<file path="src/rtl/emmc_crc_lanes.sv">
// emmc_crc_lanes: per-lane serial CRC engine (CRC7 on CMD, CRC16 on DAT)
// for the eMMC host, with MSB-first serial shift-out of the result.
//
// Parameters: CRC_W (7 or 16), POLY (generator without x^CRC_W term),
//             LANES (1, 4 or 8).
// Ports:
//   clk, rstn       clock, async active-low reset
//   clr             sync clear of lane registers and FSM
//   data_valid      absorb one bit per lane from data_in
//   data_in         serial bit per lane, MSB-first
//   out_start       start serial shift-out of the CRC
//   crc_out_valid   crc_out carries a CRC bit
//   crc_out         current CRC bit per lane (0 when not valid)
//   crc_done        pulse with the last shifted bit
//   busy            FSM not idle
//   crc_par         lane i register at [i*CRC_W +: CRC_W]
// Optional (EMMC_CRC_CHECK_EN defined):
//   chk             residue check request, CALC only
//   crc_err         per-lane residue error, held until chk/clr/reset
//   chk_done        pulse when a check completes
module emmc_crc_lanes #(
    parameter int unsigned      CRC_W = 16,
    parameter logic [CRC_W-1:0] POLY  = 16'h1021,
    parameter int unsigned      LANES = 4
) (
    input  logic                   clk,
    input  logic                   rstn,
    input  logic                   clr,
    input  logic                   data_valid,
    input  logic [LANES-1:0]       data_in,
    input  logic                   out_start,
    output logic                   crc_out_valid,
    output logic [LANES-1:0]       crc_out,
    output logic                   crc_done,
    output logic                   busy,
    output logic [LANES*CRC_W-1:0] crc_par
`ifdef EMMC_CRC_CHECK_EN
    ,
    input  logic                   chk,
    output logic [LANES-1:0]       crc_err,
    output logic                   chk_done
`endif
);

    localparam int unsigned CNT_W = (CRC_W > 1) ? $clog2(CRC_W) : 1;
    localparam logic [CNT_W-1:0] LAST     = CNT_W'(CRC_W - 1);
    localparam logic [CNT_W-1:0] PRE_LAST = CNT_W'(CRC_W - 2);

    typedef enum logic [1:0] {
        IDLE  = 2'd0,
        CALC  = 2'd1,
        SHIFT = 2'd2
    } state_t;

    state_t           state;
    logic [CNT_W-1:0] cnt;
    logic [CRC_W-1:0] r     [LANES];
    logic [CRC_W-1:0] r_shl [LANES];
    logic [CRC_W-1:0] r_abs [LANES];

    assign crc_out_valid = (state == SHIFT);
    assign busy          = (state != IDLE);

    // Shift-out reuses the plain left shift, so the registers drain
    // to zero and the next block starts clean without a clear.
    always_comb begin
        crc_par = '0;
        crc_out = '0;
        for (int i = 0; i < LANES; i++) begin
            r_shl[i] = {r[i][CRC_W-2:0], 1'b0};
            r_abs[i] = r_shl[i]
                     ^ ({CRC_W{data_in[i] ^ r[i][CRC_W-1]}} & POLY);
            crc_par[i*CRC_W +: CRC_W] = r[i];
            crc_out[i] = r[i][CRC_W-1] & crc_out_valid;
        end
    end

    always_ff @(posedge clk or negedge rstn) begin
        if (!rstn) begin
            state    <= IDLE;
            cnt      <= '0;
            crc_done <= 1'b0;
            for (int i = 0; i < LANES; i++) r[i] <= '0;
`ifdef EMMC_CRC_CHECK_EN
            crc_err  <= '0;
            chk_done <= 1'b0;
`endif
        end else if (clr) begin
            state    <= IDLE;
            cnt      <= '0;
            crc_done <= 1'b0;
            for (int i = 0; i < LANES; i++) r[i] <= '0;
`ifdef EMMC_CRC_CHECK_EN
            crc_err  <= '0;
            chk_done <= 1'b0;
`endif
        end else begin
            crc_done <= 1'b0;
`ifdef EMMC_CRC_CHECK_EN
            chk_done <= 1'b0;
`endif
            unique case (state)
                IDLE, CALC: begin
                    // out_start wins; a coincident data bit is dropped.
                    if (out_start) begin
                        state <= SHIFT;
                        cnt   <= '0;
                    end
`ifdef EMMC_CRC_CHECK_EN
                    else if (chk && state == CALC) begin
                        state    <= IDLE;
                        chk_done <= 1'b1;
                        for (int i = 0; i < LANES; i++) begin
                            crc_err[i] <= |r[i];
                            r[i]       <= '0;
                        end
                    end
`endif
                    else if (data_valid) begin
                        state <= CALC;
                        for (int i = 0; i < LANES; i++) r[i] <= r_abs[i];
                    end
                end
                SHIFT: begin
                    for (int i = 0; i < LANES; i++) r[i] <= r_shl[i];
                    cnt      <= cnt + CNT_W'(1);
                    // Registered so it lines up with the last bit.
                    crc_done <= (cnt == PRE_LAST);
                    if (cnt == LAST) begin
                        state <= IDLE;
                        cnt   <= '0;
                    end
                end
                default: state <= IDLE;
            endcase
        end
    end

endmodule

</file>
<file path="config.mk">
export PLATFORM = sky130hd
export DESIGN_NAME = emmc_crc_lanes
export DESIGN_NICKNAME = d
export VERILOG_FILES = /design/src/rtl/emmc_crc_lanes.sv
export SDC_FILE = /design/constraint.sdc
export NUM_CORES = 1
export LEC_CHECK = 0
export ABC_AREA = 1
export BUFFER_PORTS_ARGS = -buffer_cell sky130_fd_sc_hd__buf_2
export CAP_MARGIN = 20
export CORE_MARGIN = 1
export CORE_UTILIZATION = 52
export CTS_CLUSTER_SIZE = 28
export DETAILED_ROUTE_END_ITERATION = 10
export GPL_TIMING_DRIVEN = 0
export PLACE_DENSITY = 0.84
export SLEW_MARGIN = 40
export SYNTH_ARGS = -nofsm -noshare
export SYNTH_HDL_FRONTEND = slang
export SYNTH_SLANG_ARGS = --single-unit
</file>
<file path="constraint.sdc">
create_clock -name clk -period 1.8 [get_ports clk]
set_clock_uncertainty 0.1 [all_clocks]
set_input_delay 0.45 -clock clk [delete_from_list [all_inputs] [get_ports clk]]
set_output_delay 0.45 -clock clk [all_outputs]
set_load 0.1 [all_outputs]
</file>
==> metrics.txt <==
static leakage power 2.355 nW; path depth of the worst reg2reg path 7; number of buffer and inverter instances along the worst setup path 3; Worst Max-Slew Pin Slew 0.5019 ns; Detailed Route WL roughly 7000 µm; count of endpoints failing hold in the final timing report 0; Met1 Wirelength around 3200 µm; Setup Viol. Count Final 5; final routed DRC violation total 0; first-iteration detailed-routing DRC count between 100 and 150; via count of the first global-routing pass between 2k and 3k; synthesized net count 391; clock transition at the registers of the reported paths 0.06 ns; Die Area 6303 µm²; ratio of total power to cell area 1072 nW/µm²; CTS tree done; worst min path class input port to flip-flop; Pins Over Slew Limit 0; Crit path max-delay family buffers and inverters; failing checks setup timing; Cell Rows 27; DP Area approximately 3700 µm²; topmost layer with routed signal wires met4; Unique masters post-synth 18; Max-cap violations 0; cell type of the slowest stage on the worst timing path dfrtp_1; Min Clock Period, post-route 1.859 ns; critical path startpoint category flip-flop; reg-to-reg startpoint state[1]; number of instances in the synthesized netlist 380; type of element capturing the critical path output pin; wire length of the first global-routing pass 11990 µm; worst-case register-to-register setup slack 0.24 ns; initial antenna violation count 0; diode insertion count for antenna repair 0; number of H-tree branching levels 3; design area 3964 µm²; Layout Nets 487; peak fanout along the critical path 8; number of warning messages in the yosys log 0; Via-to-Cell Ratio 4.918; CP Cell Sequence inv_2 > nand2_4 > buf_12 > nor2_4 > buf_12; type of the worst setup path flip-flop to output pin; number of antenna-violating nets in the routed design 0; detailed placer's ending HPWL slightly below 5000 µm; WHS Path Cells 4; Port Buffer Count between 70 and 80; CP arrival ~1.3 ns; hold endpoint state[0]; layout cells sized above 1 26.36%; status complete, but fails checks; count of pins on the block boundary 80; least setup slack across all paths after layout -0.05869 ns; Syn-to-layout area delta 27.28%; max frequency roughly 0.54 GHz; Die Y-Extent 79.39 µm; setup repair after global routing missed its margin true; overall routing resource usage 24.85%; met2 routed WL 3413 µm; delay contributed by the slowest stage of the critical path ~0.38 ns; detail-routed net length per standard cell 12.77 µm; sequential share of the synthesized area 57.05%; clock insertion delay at the later pin of the skew report 0.34 ns; largest net degree at the start of global routing 39; chip width 79.39 µm; Worst Path Required 1.25 ns; Relative slew margins 66.77%; capturing point of the worst reg2reg path crc_par[48]; sum of negative setup slack -0.2128 ns; maximum buffer depth of the clock tree 2; synthesized area per cell 8.195 µm²; CTS root buffer clkbuf_8; global-route congestion overflow total 0; detailed-routed wire length on met3 just under 300 µm; first-pass iteration count of the detailed router 4; Final GP Congestion about 0.75; hold_sp out_start; most frequent CP cell buf_12; via count roughly 2.7k; netlist area before placement between 3000 and 4000 µm²; CTS Sinks 71; Initial Utilization 55.20%; Core Box Area between 5000 and 6000 µm²; Period Utilization, post-route 103.3%; flip-flop and latch count after synthesis 71; number of CTS-inserted buffers 9; maximum resistive drop on vdd 0.7374 mV
==> cell families (layout without fill, tap and decap cells) <==
kind of cell / after synthesis / after routing / synth area share, %
buf+inv: 39 / 137 / 7.673
flops: 71 / 71 / 57.05
xor+xnor: 2 / 2 / 0.5626
compound gates: 6 / 6 / 0.9640
fa+ha+maj: 2 / 2 / 0.8034
simple gates: 260 / 260 / 32.95
==> flip-flops by register name, indices dropped and copies added (netlist names) <==
signal / flops
state: 2
cnt: 4
crc_done: 1
crc_par: 64
==> stage by stage <==
stage	total power, mW	setup slack (ns)	util (%)	std cells	hold slack (ns)
after floorplan	2.948	0.02415	-	380	0.05441
after global placement	3.189	-0.3670	64.74	530	0.3693
after detailed placement	3.215	-0.1367	65.20	531	0.2584
after CTS	4.259	-0.08197	70.06	549	0.3534
after global routing	4.428	-0.1054	70.26	550	0.3733
final	4.251	-0.05869	70.26	550	0.3721
==> area by class of cell <==
cell class / count / area, µm²
Tap cell: 72 / 90.09
Sequential cell: 71 / 1792
Clock inverter: 3 / 15.01
Timing Repair Buffer: 85 / 545.5
Fill cell: 453 / 1678
Buffer: 15 / 163.9
Inverter: 24 / 93.84
Multi-Input combinational cell: 270 / 1136
Clock buffer: 10 / 127.6
==> synth_stat cells <==
| library cell | instances | area (µm²) |
|---|---|---|
| buf_4 | 2 | 15.01 |
| nand4_1 | 8 | 50.05 |
| buf_6 | 11 | 123.9 |
| xnor2_1 | 1 | 8.760 |
| dfrtp_1 | 71 | 1777 |
| nor2_4 | 1 | 11.26 |
| xor2_1 | 1 | 8.760 |
| o21ai_0 | 5 | 25.02 |
| inv_1 | 23 | 86.33 |
| nand2_1 | 228 | 855.8 |
| nor2_1 | 10 | 37.54 |
| a21oi_1 | 1 | 5.000 |
| ha_1 | 2 | 25.02 |
| nand3_1 | 11 | 55.05 |
| nor2_2 | 1 | 6.260 |
| nand3_2 | 1 | 10.01 |
| buf_2 | 2 | 10.01 |
| inv_2 | 1 | 3.750 |
==> worst register-to-register path: stages, from the launching register on <==
cell and delay, ns:
dfrtp_1 0.42, inv_1 0.16, nand3_1 0.15, nand3_2 0.13, buf_4 0.22, inv_1 0.13
nand2_1 0.09, nand2_1 0.05
==> what timing repair did <==
action,in CTS,in global routing
pin swaps,4,2
gates resized for setup,25,1
setup endpoints to repair,6,6
buffers inserted,4,1
endpoints found under the hold margin,33,0
hold buffers,1,0
==> power by group <==
part | switching (mW) | total [mW] | leakage (nW) | internal [mW]
sequential | 0.0931 | 1.80 | 0.965 | 1.71
combinational | 1.16 | 1.44 | 1.31 | 0.271
clock | 0.543 | 1.01 | 0.0776 | 0.470
==> per-layer routing <==
metal / GRT usage, % / vias to the layer above
li1: - / 1340
met1: 33.38 / 1283
met2: 39.83 / 73
met3: 3.771 / 9
met4: 11.45 / 0
met5: 0 / -
==> cells in the final DEF, fill, tap and decap left out, types with 2 or more instances in the layout <==
| cell | netlist | layout |
|---|---|---|
| nand3_1 | 11 | 11 |
| clkinv_2 | 0 | 3 |
| buf_2 | 2 | 72 |
| nand4_1 | 8 | 8 |
| nand2_1 | 228 | 227 |
| dfrtp_1 | 71 | 67 |
| o21ai_0 | 5 | 5 |
| ha_1 | 2 | 2 |
| buf_4 | 2 | 7 |
| buf_6 | 11 | 13 |
| nor2_1 | 10 | 6 |
| dfrtp_4 | 0 | 4 |
| nor2_4 | 1 | 5 |
| clkbuf_8 | 0 | 9 |
| inv_1 | 23 | 21 |
| buf_12 | 0 | 7 |
| inv_2 | 1 | 2 |
==> worst max-delay path by stage <==
stage | from | endpoint | slack, ns | cells past startpoint
3_3_place_gp | rstn | crc_par[31] | -0.37 | 1
2_1_floorplan | state[0] | crc_out[0] | 0.02 | 4
6_report | state[0] | crc_out[3] | -0.06 | 5
5_1_grt | state[0] | crc_out[3] | -0.11 | 5
4_1_cts | state[0] | crc_out[3] | -0.08 | 5
3_5_place_dp | state[0] | crc_out[3] | -0.14 | 5
Note: power is estimated with default switching activity, not from simulation.
